## config.mk

```make
export PLATFORM = sky130hd
export DESIGN_NAME = battleship_turn_ctrl
export DESIGN_NICKNAME = d
export VERILOG_FILES = /design/src/rtl/battleship_turn_ctrl.sv
export SDC_FILE = /design/constraint.sdc
export NUM_CORES = 1
export LEC_CHECK = 0
export BUFFER_PORTS_ARGS = -buffer_cell sky130_fd_sc_hd__buf_2
export CAP_MARGIN = 20
export CORE_UTILIZATION = 55
export CTS_BUF_LIST = sky130_fd_sc_hd__clkbuf_8
export DETAILED_ROUTE_END_ITERATION = 16
export GPL_ROUTABILITY_DRIVEN = 0
export PLACE_DENSITY = 0.76
export SETUP_SLACK_MARGIN = 0.2
export SLEW_MARGIN = 20
export SYNTH_ARGS = -nofsm -noshare
export SYNTH_HDL_FRONTEND = slang
export SYNTH_SLANG_ARGS = --single-unit
```

## constraint.sdc

```tcl
create_clock -name clk -period 3.6 [get_ports clk]
set_clock_uncertainty 0.1 [all_clocks]
set_input_delay 0.18 -clock clk [delete_from_list [all_inputs] [get_ports clk]]
set_output_delay 0.18 -clock clk [all_outputs]
set_load 0.1 [all_outputs]
```

## src/rtl/battleship_turn_ctrl.sv

```systemverilog
// Turn controller for a 5x5 player-vs-PC battleship game: ship setup, player
// cursor/fire with a per-turn timeout, PC shot handshake, hit/miss marking and win detection.
module battleship_turn_ctrl #(
  parameter int unsigned TURN_SECONDS = 15
) (
  input  logic                  clk,
  input  logic                  rst,
  input  logic                  start,
  input  logic                  load_en,
  input  logic                  load_board,
  input  logic [2:0]            load_i,
  input  logic [2:0]            load_j,
  input  logic                  btn_up,
  input  logic                  btn_down,
  input  logic                  btn_left,
  input  logic                  btn_right,
  input  logic                  btn_fire,
  input  logic                  tick_1s,
  input  logic                  pc_shot_valid,
  input  logic [2:0]            pc_shot_i,
  input  logic [2:0]            pc_shot_j,
  output logic [2:0]            i_actual,
  output logic [2:0]            j_actual,
  output logic [4:0][4:0][1:0]  tablero_jugador,
  output logic [4:0][4:0][1:0]  tablero_pc,
  output logic [5:0]            turn_timer,
  output logic [2:0]            state_o,
  output logic [1:0]            winner,
  output logic                  pc_shot_ready
);

  localparam logic [1:0] WATER = 2'b00;
  localparam logic [1:0] SHIP  = 2'b01;
  localparam logic [1:0] MISS  = 2'b10;
  localparam logic [1:0] HIT   = 2'b11;

  typedef enum logic [2:0] {
    SETUP       = 3'd0,
    PLAYER_TURN = 3'd1,
    PLAYER_EVAL = 3'd2,
    PC_TURN     = 3'd3,
    PC_EVAL     = 3'd4,
    GAME_OVER   = 3'd5
  } state_t;

  state_t                 state_q, state_d;
  logic [2:0]             ci_q, ci_d, cj_q, cj_d;
  logic [2:0]             si_q, si_d, sj_q, sj_d;
  logic [5:0]             timer_q, timer_d;
  logic [4:0][4:0][1:0]   pb_q, pb_d, cb_q, cb_d;
  logic [4:0]             ship_p_q, ship_p_d, ship_c_q, ship_c_d;
  logic [4:0]             hit_p_q, hit_p_d, hit_c_q, hit_c_d;
  logic [1:0]             win_q, win_d;

  // Clamped indices keep board reads in range; the range check gates their use.
  logic       load_ok, shot_in_range;
  logic [2:0] li_s, lj_s, pi_s, pj_s;
  logic [1:0] cur_cell, shot_cell, load_cell, eval_cell;

  assign load_ok       = (load_i < 3'd5) && (load_j < 3'd5);
  assign shot_in_range = (pc_shot_i < 3'd5) && (pc_shot_j < 3'd5);
  assign li_s          = load_ok ? load_i : 3'd0;
  assign lj_s          = load_ok ? load_j : 3'd0;
  assign pi_s          = shot_in_range ? pc_shot_i : 3'd0;
  assign pj_s          = shot_in_range ? pc_shot_j : 3'd0;
  assign cur_cell      = cb_q[ci_q][cj_q];
  assign shot_cell     = pb_q[pi_s][pj_s];
  assign load_cell     = load_board ? cb_q[li_s][lj_s] : pb_q[li_s][lj_s];
  assign eval_cell     = pb_q[si_q][sj_q];

  always_comb begin
    state_d  = state_q;
    ci_d     = ci_q;
    cj_d     = cj_q;
    si_d     = si_q;
    sj_d     = sj_q;
    timer_d  = timer_q;
    pb_d     = pb_q;
    cb_d     = cb_q;
    ship_p_d = ship_p_q;
    ship_c_d = ship_c_q;
    hit_p_d  = hit_p_q;
    hit_c_d  = hit_c_q;
    win_d    = win_q;
    case (state_q)
      SETUP: begin
        if (load_en && load_ok && load_cell == WATER) begin
          if (load_board) begin
            cb_d[li_s][lj_s] = SHIP;
            ship_c_d         = ship_c_q + 5'd1;
          end else begin
            pb_d[li_s][lj_s] = SHIP;
            ship_p_d         = ship_p_q + 5'd1;
          end
        end
        if (start && ship_p_q != 5'd0 && ship_c_q != 5'd0) begin
          state_d = PLAYER_TURN;
          timer_d = 6'(TURN_SECONDS);
        end
      end
      PLAYER_TURN: begin
        if (btn_fire && (cur_cell == WATER || cur_cell == SHIP)) begin
          state_d = PLAYER_EVAL;
        end else if (tick_1s) begin
          timer_d = timer_q - 6'd1;
          if (timer_q == 6'd1) state_d = PC_TURN;
        end
        // Any fire press freezes the cursor so the shot uses the pre-move cell.
        if (!btn_fire) begin
          if (btn_up && !btn_down && ci_q != 3'd0)       ci_d = ci_q - 3'd1;
          if (btn_down && !btn_up && ci_q != 3'd4)       ci_d = ci_q + 3'd1;
          if (btn_left && !btn_right && cj_q != 3'd0)    cj_d = cj_q - 3'd1;
          if (btn_right && !btn_left && cj_q != 3'd4)    cj_d = cj_q + 3'd1;
        end
      end
      PLAYER_EVAL: begin
        state_d = PC_TURN;
        if (cur_cell == SHIP) begin
          cb_d[ci_q][cj_q] = HIT;
          hit_p_d          = hit_p_q + 5'd1;
          if (hit_p_d == ship_c_q) begin
            state_d = GAME_OVER;
            win_d   = 2'b01;
          end
        end else begin
          cb_d[ci_q][cj_q] = MISS;
        end
      end
      PC_TURN: begin
        if (pc_shot_valid && shot_in_range && (shot_cell == WATER || shot_cell == SHIP)) begin
          si_d    = pi_s;
          sj_d    = pj_s;
          state_d = PC_EVAL;
        end
      end
      PC_EVAL: begin
        state_d = PLAYER_TURN;
        timer_d = 6'(TURN_SECONDS);
        if (eval_cell == SHIP) begin
          pb_d[si_q][sj_q] = HIT;
          hit_c_d          = hit_c_q + 5'd1;
          if (hit_c_d == ship_p_q) begin
            state_d = GAME_OVER;
            win_d   = 2'b10;
          end
        end else begin
          pb_d[si_q][sj_q] = MISS;
        end
      end
      default: ;
    endcase
  end

  always_ff @(posedge clk or negedge rst) begin
    if (!rst) state_q <= SETUP;
    else      state_q <= state_d;
  end

  always_ff @(posedge clk or negedge rst) begin
    if (!rst) begin
      ci_q     <= '0;
      cj_q     <= '0;
      si_q     <= '0;
      sj_q     <= '0;
      timer_q  <= '0;
      pb_q     <= '0;
      cb_q     <= '0;
      ship_p_q <= '0;
      ship_c_q <= '0;
      hit_p_q  <= '0;
      hit_c_q  <= '0;
      win_q    <= '0;
    end else begin
      ci_q     <= ci_d;
      cj_q     <= cj_d;
      si_q     <= si_d;
      sj_q     <= sj_d;
      timer_q  <= timer_d;
      pb_q     <= pb_d;
      cb_q     <= cb_d;
      ship_p_q <= ship_p_d;
      ship_c_q <= ship_c_d;
      hit_p_q  <= hit_p_d;
      hit_c_q  <= hit_c_d;
      win_q    <= win_d;
    end
  end

  assign i_actual        = ci_q;
  assign j_actual        = cj_q;
  assign tablero_jugador = pb_q;
  assign tablero_pc      = cb_q;
  assign turn_timer      = timer_q;
  assign state_o         = state_q;
  assign winner          = win_q;
  assign pc_shot_ready   = (state_q == PC_TURN);

endmodule

```

# ---- Word-level counts from Yosys, hierarchy flattened
# Index checks and enable logic that the tools add are counted.
dict set report word_totals {
  reg_bits 143
  inputBits 24
  out_inout_bits 118
  elab_cells 252
}
dict set report op_classes {
  add_sub_neg 9
  n_lt_le_gt_ge 18
  eq_ne 25
  n_mux 68
  bitwise 15
  reduce_logical 56
}
# op n
set op_table {}
lappend op_table {{$mux W50} 6}
lappend op_table {{$pmux W50 S2} 2}
lappend op_table {{$bmux W10 S3} 5}
lappend op_table {{$and A25 B25 Y25} 4}
lappend op_table {{$or A25 B25 Y25} 4}
lappend op_table {{$or A50 B50 Y50} 2}
lappend op_table {{$demux W10 S3} 3}
lappend op_table {{$mux W10} 8}
lappend op_table {{$not A25 Y25} 3}
lappend op_table {{$mux W3} 17}
lappend op_table {{$lt A3 B4 Y1 const B} 8}
lappend op_table {{$bmux W2 S3} 5}
lappend op_table {{$mux W2} 13}
lappend op_table {{$logic_and A1 B1 Y1} 23}
lappend op_table {{$add A5 B1 Y5 const B} 4}
lappend op_table {{$ne A2 B2 Y1 const B} 10}
lappend op_table {{$demux W2 S3} 3}
lappend op_table {{$ge A3 B1 Y1 const B} 6}
lappend op_table {{$mux W6} 3}
lappend op_table {{$pmux W6 S3} 1}
lappend op_table {{$reduce_and A3 Y1} 6}
lappend op_table {{$pmux W3 S5} 1}
lappend op_table {{$reduce_bool A5 Y1} 3}
lappend op_table {{$lt A3 B3 Y1 const B} 4}
lappend op_table {{other kinds (22)} 47}

# ---- Logic depth before layout (Yosys ltp)
dict set report logic_depth {
  word_depth 14
  mapped_depth 12
  ltp_nobuf 9
}

# ---- Worst setup path after synthesis
# Ideal clock, no wire load.
dict set report synth_timing {
  kind {register to register}
  from {reg ci_q[0] (netlist: i_actual[0])}
  to {reg state_q[2] (netlist: state_o[2])}
  setup_time_ns 0.095
  t_arrival_ns 3.300
  t_required_ns 3.405
  path_slack_ns 0.105
  path_stages_with_launch 11
  n_path_buf 2
  period_less_slack_ns 3.495
  path_cell_list {dfrtp_1 -> buf_2 -> buf_2 -> mux2_2 -> a22oi_1 -> o221ai_1 -> o311a_1 -> nand4bb_1 -> nor4_1 -> a211oi_1 -> o31ai_1}
}
dict set report synth_between {
  elab_chain_cells 9
  elab_cells_between_ends 14
  classes_between {eq/ne: 3; mux: 7; reduce/logical: 4}
}
# element line_no
set synth_rtl {}
lappend synth_rtl {{start, declared} 47} ;# logic [2:0] ci_q, ci_d, cj_q, cj_d;
lappend synth_rtl {{start signal, assigned} 174} ;# ci_q <= ci_d;
lappend synth_rtl {{$bmux W10 S3 *} 66} ;# assign cur_cell = cb_q[ci_q][cj_q];
lappend synth_rtl {{$mux W10 (not written as such) *} 66}
lappend synth_rtl {{$bmux W2 S3 *} 66}
lappend synth_rtl {{$mux W2 (not written as such) *} 66}
lappend synth_rtl {{$eq A2 B1 Y1 / $logic_not A2 Y1 (equally long branches)} {102, 118}}
lappend synth_rtl {{$logic_or A1 B1 Y1} 102} ;# if (btn_fire && (cur_cell == WATER || cur_cell == SHIP)) begin
lappend synth_rtl {{$logic_and A1 B1 Y1} 102}
lappend synth_rtl {{$ne A3 B3 Y1 (no source line) / $mux W3 (equally long branches)} n/a}
lappend synth_rtl {{$reduce_and A5 Y1 (no source line) / $pmux W3 S5 (equally long branches)} n/a}
lappend synth_rtl {{end signal, assigned} 156} ;# else state_q <= state_d;
lappend synth_rtl {{end, declared} 46} ;# state_t state_q, state_d;
# Mark *: on every way between the ends. The rest lies on a longest branch, timed or not. The select of a mux whose other input is x is not followed.
# A chain may end at the register's enable or synchronous reset.

# ---- Worst setup path in the final report
# Ends and elaborated chain as after synthesis.

==> out/qor.yml <==
wire_per_inst_um: 21.43
status: "complete, no violations"
slew_violations: 0
slowest_delay_ns: 0.60
grtUsageTotal_pct: 35.54
synth_top_area_share_pct: 41.25
hold_buffers: 7
min-delay-start: "tick_1s"
crit_chain: "buf_4 > mux4_2 > a221oi_1 > o32ai_1 > a21o_1 > nand4bb_1 > nor4_1 > buf_4 > a211oi_1 > o31ai_1"
cts_tree: "built"
netlist_area_mm2: 0.008675
drtIter0Drc: 1216
synth_flop_cell: "dfrtp_1"
numCtsBuffers: 17
cp-start-kind: "flip-flop"
p_leak_uw: 0.004833
fin_crit_sh_pct: 84.14
grt_pass1_wl_mm: 43.66
holdPathStages: 4
grt_pass1_vias: 7777
grt_overflow: 0
relSlewSlack_pct: 41.00
tns_ns: 0
dp.cells: 1274
syn-num-nets: 972
rsz0062_at_grt: "no"
port_buffers: 141
synth.distinct_cells: 76
worstPathRequired_ns: 3.85
drt_wl_total_mm: 28.10
synth_most_common_cell: "dfrtp_1"
drive_gt1_share_pct: 23.36
cp_slowest_cell: "dfrtp_2"
cp_top_family: "compound AO/OA/AOI/OAI gates"
ys_top_cells_by_count: "dfrtp_1, nor2_1, nand2_1, mux2i_1, a21oi_1"
hold-worst-slack_ns: 0.03617
h-tree-depth: 4
ys_ff_latch: 143
path_max_fanout: 15
ir_drop_v: 0.0002757
cap_viol_max_count: 0
r2r_setup_slack_ns: 0.57
insertion_delay_ns: 0.47
timing.rr.start: "i_actual[0]"
finalSetupViolations: 0
dieArea_mm2: 0.01628
rows: 45
critPathBufInv: 2
criticalPathCategory: "reg -> reg"
p_per_area_mw_per_mm2: 319.8
grt_max_degree: 88
clockBufferDepth: 2
holdPathEnd: "turn_timer[5]"
synthArstFlopShare_pct: 100.0
synth_area_leader_cell: "dfrtp_1"
final_antenna_net_count: 0
period_minus_slack_ns: 3.029
die_h_um: 127.6
max_freq_mhz: 330.1
r2r_cells: 10
drtPass1Iterations: 5
postCtsResizedCells: 0
crit_arrival_ns: 3.28
hold_path_class: "in -> reg"
dp_hpwl_mm: 21.05
die_w_um: 127.6
diodes: 0
synth_edf_count: 0
synth_warnings: 0
clk_pin_slew_ns: 0.08
nNetsFinal: 1123
syn_area_per_cell_um2: 9.248
tightest_slew_ns: 0.8782
final_cell_count_no_fill: 1311
cts_setup_buffers: 0
syn_to_final_growth_pct: 16.80
cts_root_buf: "clkbuf_8"
utilization_pct: 66.16
synth_area_leaders: "dfrtp_1, mux2i_1, nor2_1, nand2_1, a21oi_1"
endpoint_kind: "flip-flop"
clock_sinks: 143
viasPerCell: 6.424
synth-seq-area-share_pct: 41.25
antenna_found_initial: 0
final-hold-violation-count: 0
drc: 0
critPathMostFrequentCell: "buf_4"
syn_inst: 938
vias: 8422
initial_core_util_pct: 56.64
ioPinCount: 142
core_region_area_mm2: 0.01531
reg2reg_to: "state_o[2]"
==> report_power, final <==
group	switching, µW	internal (µW)
logic	211	91.4
clock network	630	688
registers	11.7	1610
total	853	2390
==> stage by stage <==
stage          instance area [µm²]  worst slack (ns)  total power [µW]
6_report                     10130            0.5710              3241
5_1_grt                      10130            0.2973              3343
4_1_cts                      10130            0.6028              3244
3_5_place_dp                  9667            0.5790              1942
3_3_place_gp                  9667            0.5487              1940
2_1_floorplan                 8676            0.3936              1829
==> per-layer routing <==
metal / part of all wire (%) / GRT usage [%]
met3: 12 / 9.380
met2: 43 / 51.08
met5: 0 / 0
met4: 3.8 / 13.91
met1: 41 / 51.26
==> area by class of cell <==
cell class	instances	area [µm²]
clock inverter	12	147.6
inverter	28	105.1
fill	1293	5182
tap	211	264.0
multi-input combinational	722	4788
timing repair buffer	177	999.7
sequential	143	3580
clock buffer	18	247.7
==> cells in the final DEF, fill, tap and decap left out, drive strengths merged, types with 8 or more instances in the layout <==
master / instances
buf: 170
mux4: 10
a21oi: 51
a31oi: 24
mux2: 15
o21ai: 30
o21a: 8
nand2b: 37
and2: 9
nor2: 112
nor2b: 10
o31a: 17
inv: 28
mux2i: 55
nor3: 31
o221ai: 16
nor3b: 8
dfrtp: 143
clkbuf: 18
nor4: 8
nand4: 8
nand3: 31
nand2: 81
xnor2: 18
xor2: 19
or2: 28
ha: 8
==> logic make-up (layout without fill, tap and decap cells) <==
| kind of cell | Yosys count | after routing | synth area share, % |
|---|---|---|---|
| xor+xnor | 37 | 37 | 3.736 |
| buf+inv | 73 | 235 | 3.548 |
| flops | 143 | 143 | 41.25 |
| compound gates | 214 | 214 | 17.14 |
| simple gates | 381 | 381 | 21.82 |
| mux | 80 | 80 | 10.89 |
| fa+ha+maj | 10 | 10 | 1.616 |
==> worst max-delay path by stage <==
stage                      startpoint  slack (ns)  depth (start not counted)          to
after floorplan           i_actual[2]        0.39                          8  state_o[2]
after global placement      load_j[1]        0.55                          9   flip-flop
after detailed placement    load_i[1]        0.58                         11   flip-flop
after CTS                 i_actual[0]        0.60                         10  state_o[2]
after global routing      i_actual[0]        0.30                         10  state_o[2]
final                     i_actual[0]        0.57                         10  state_o[2]
==> worst reg2reg max path, stage by stage, from the launching register on <==
cell	delay, ns
dfrtp_2	0.60
buf_4	0.23
mux4_2	0.50
a221oi_1	0.32
o32ai_1	0.11
a21o_1	0.20
nand4bb_1	0.24
nor4_1	0.10
buf_4	0.16
a211oi_1	0.25
o31ai_1	0.09
No activity file was read; power rests on OpenSTA's default activity.
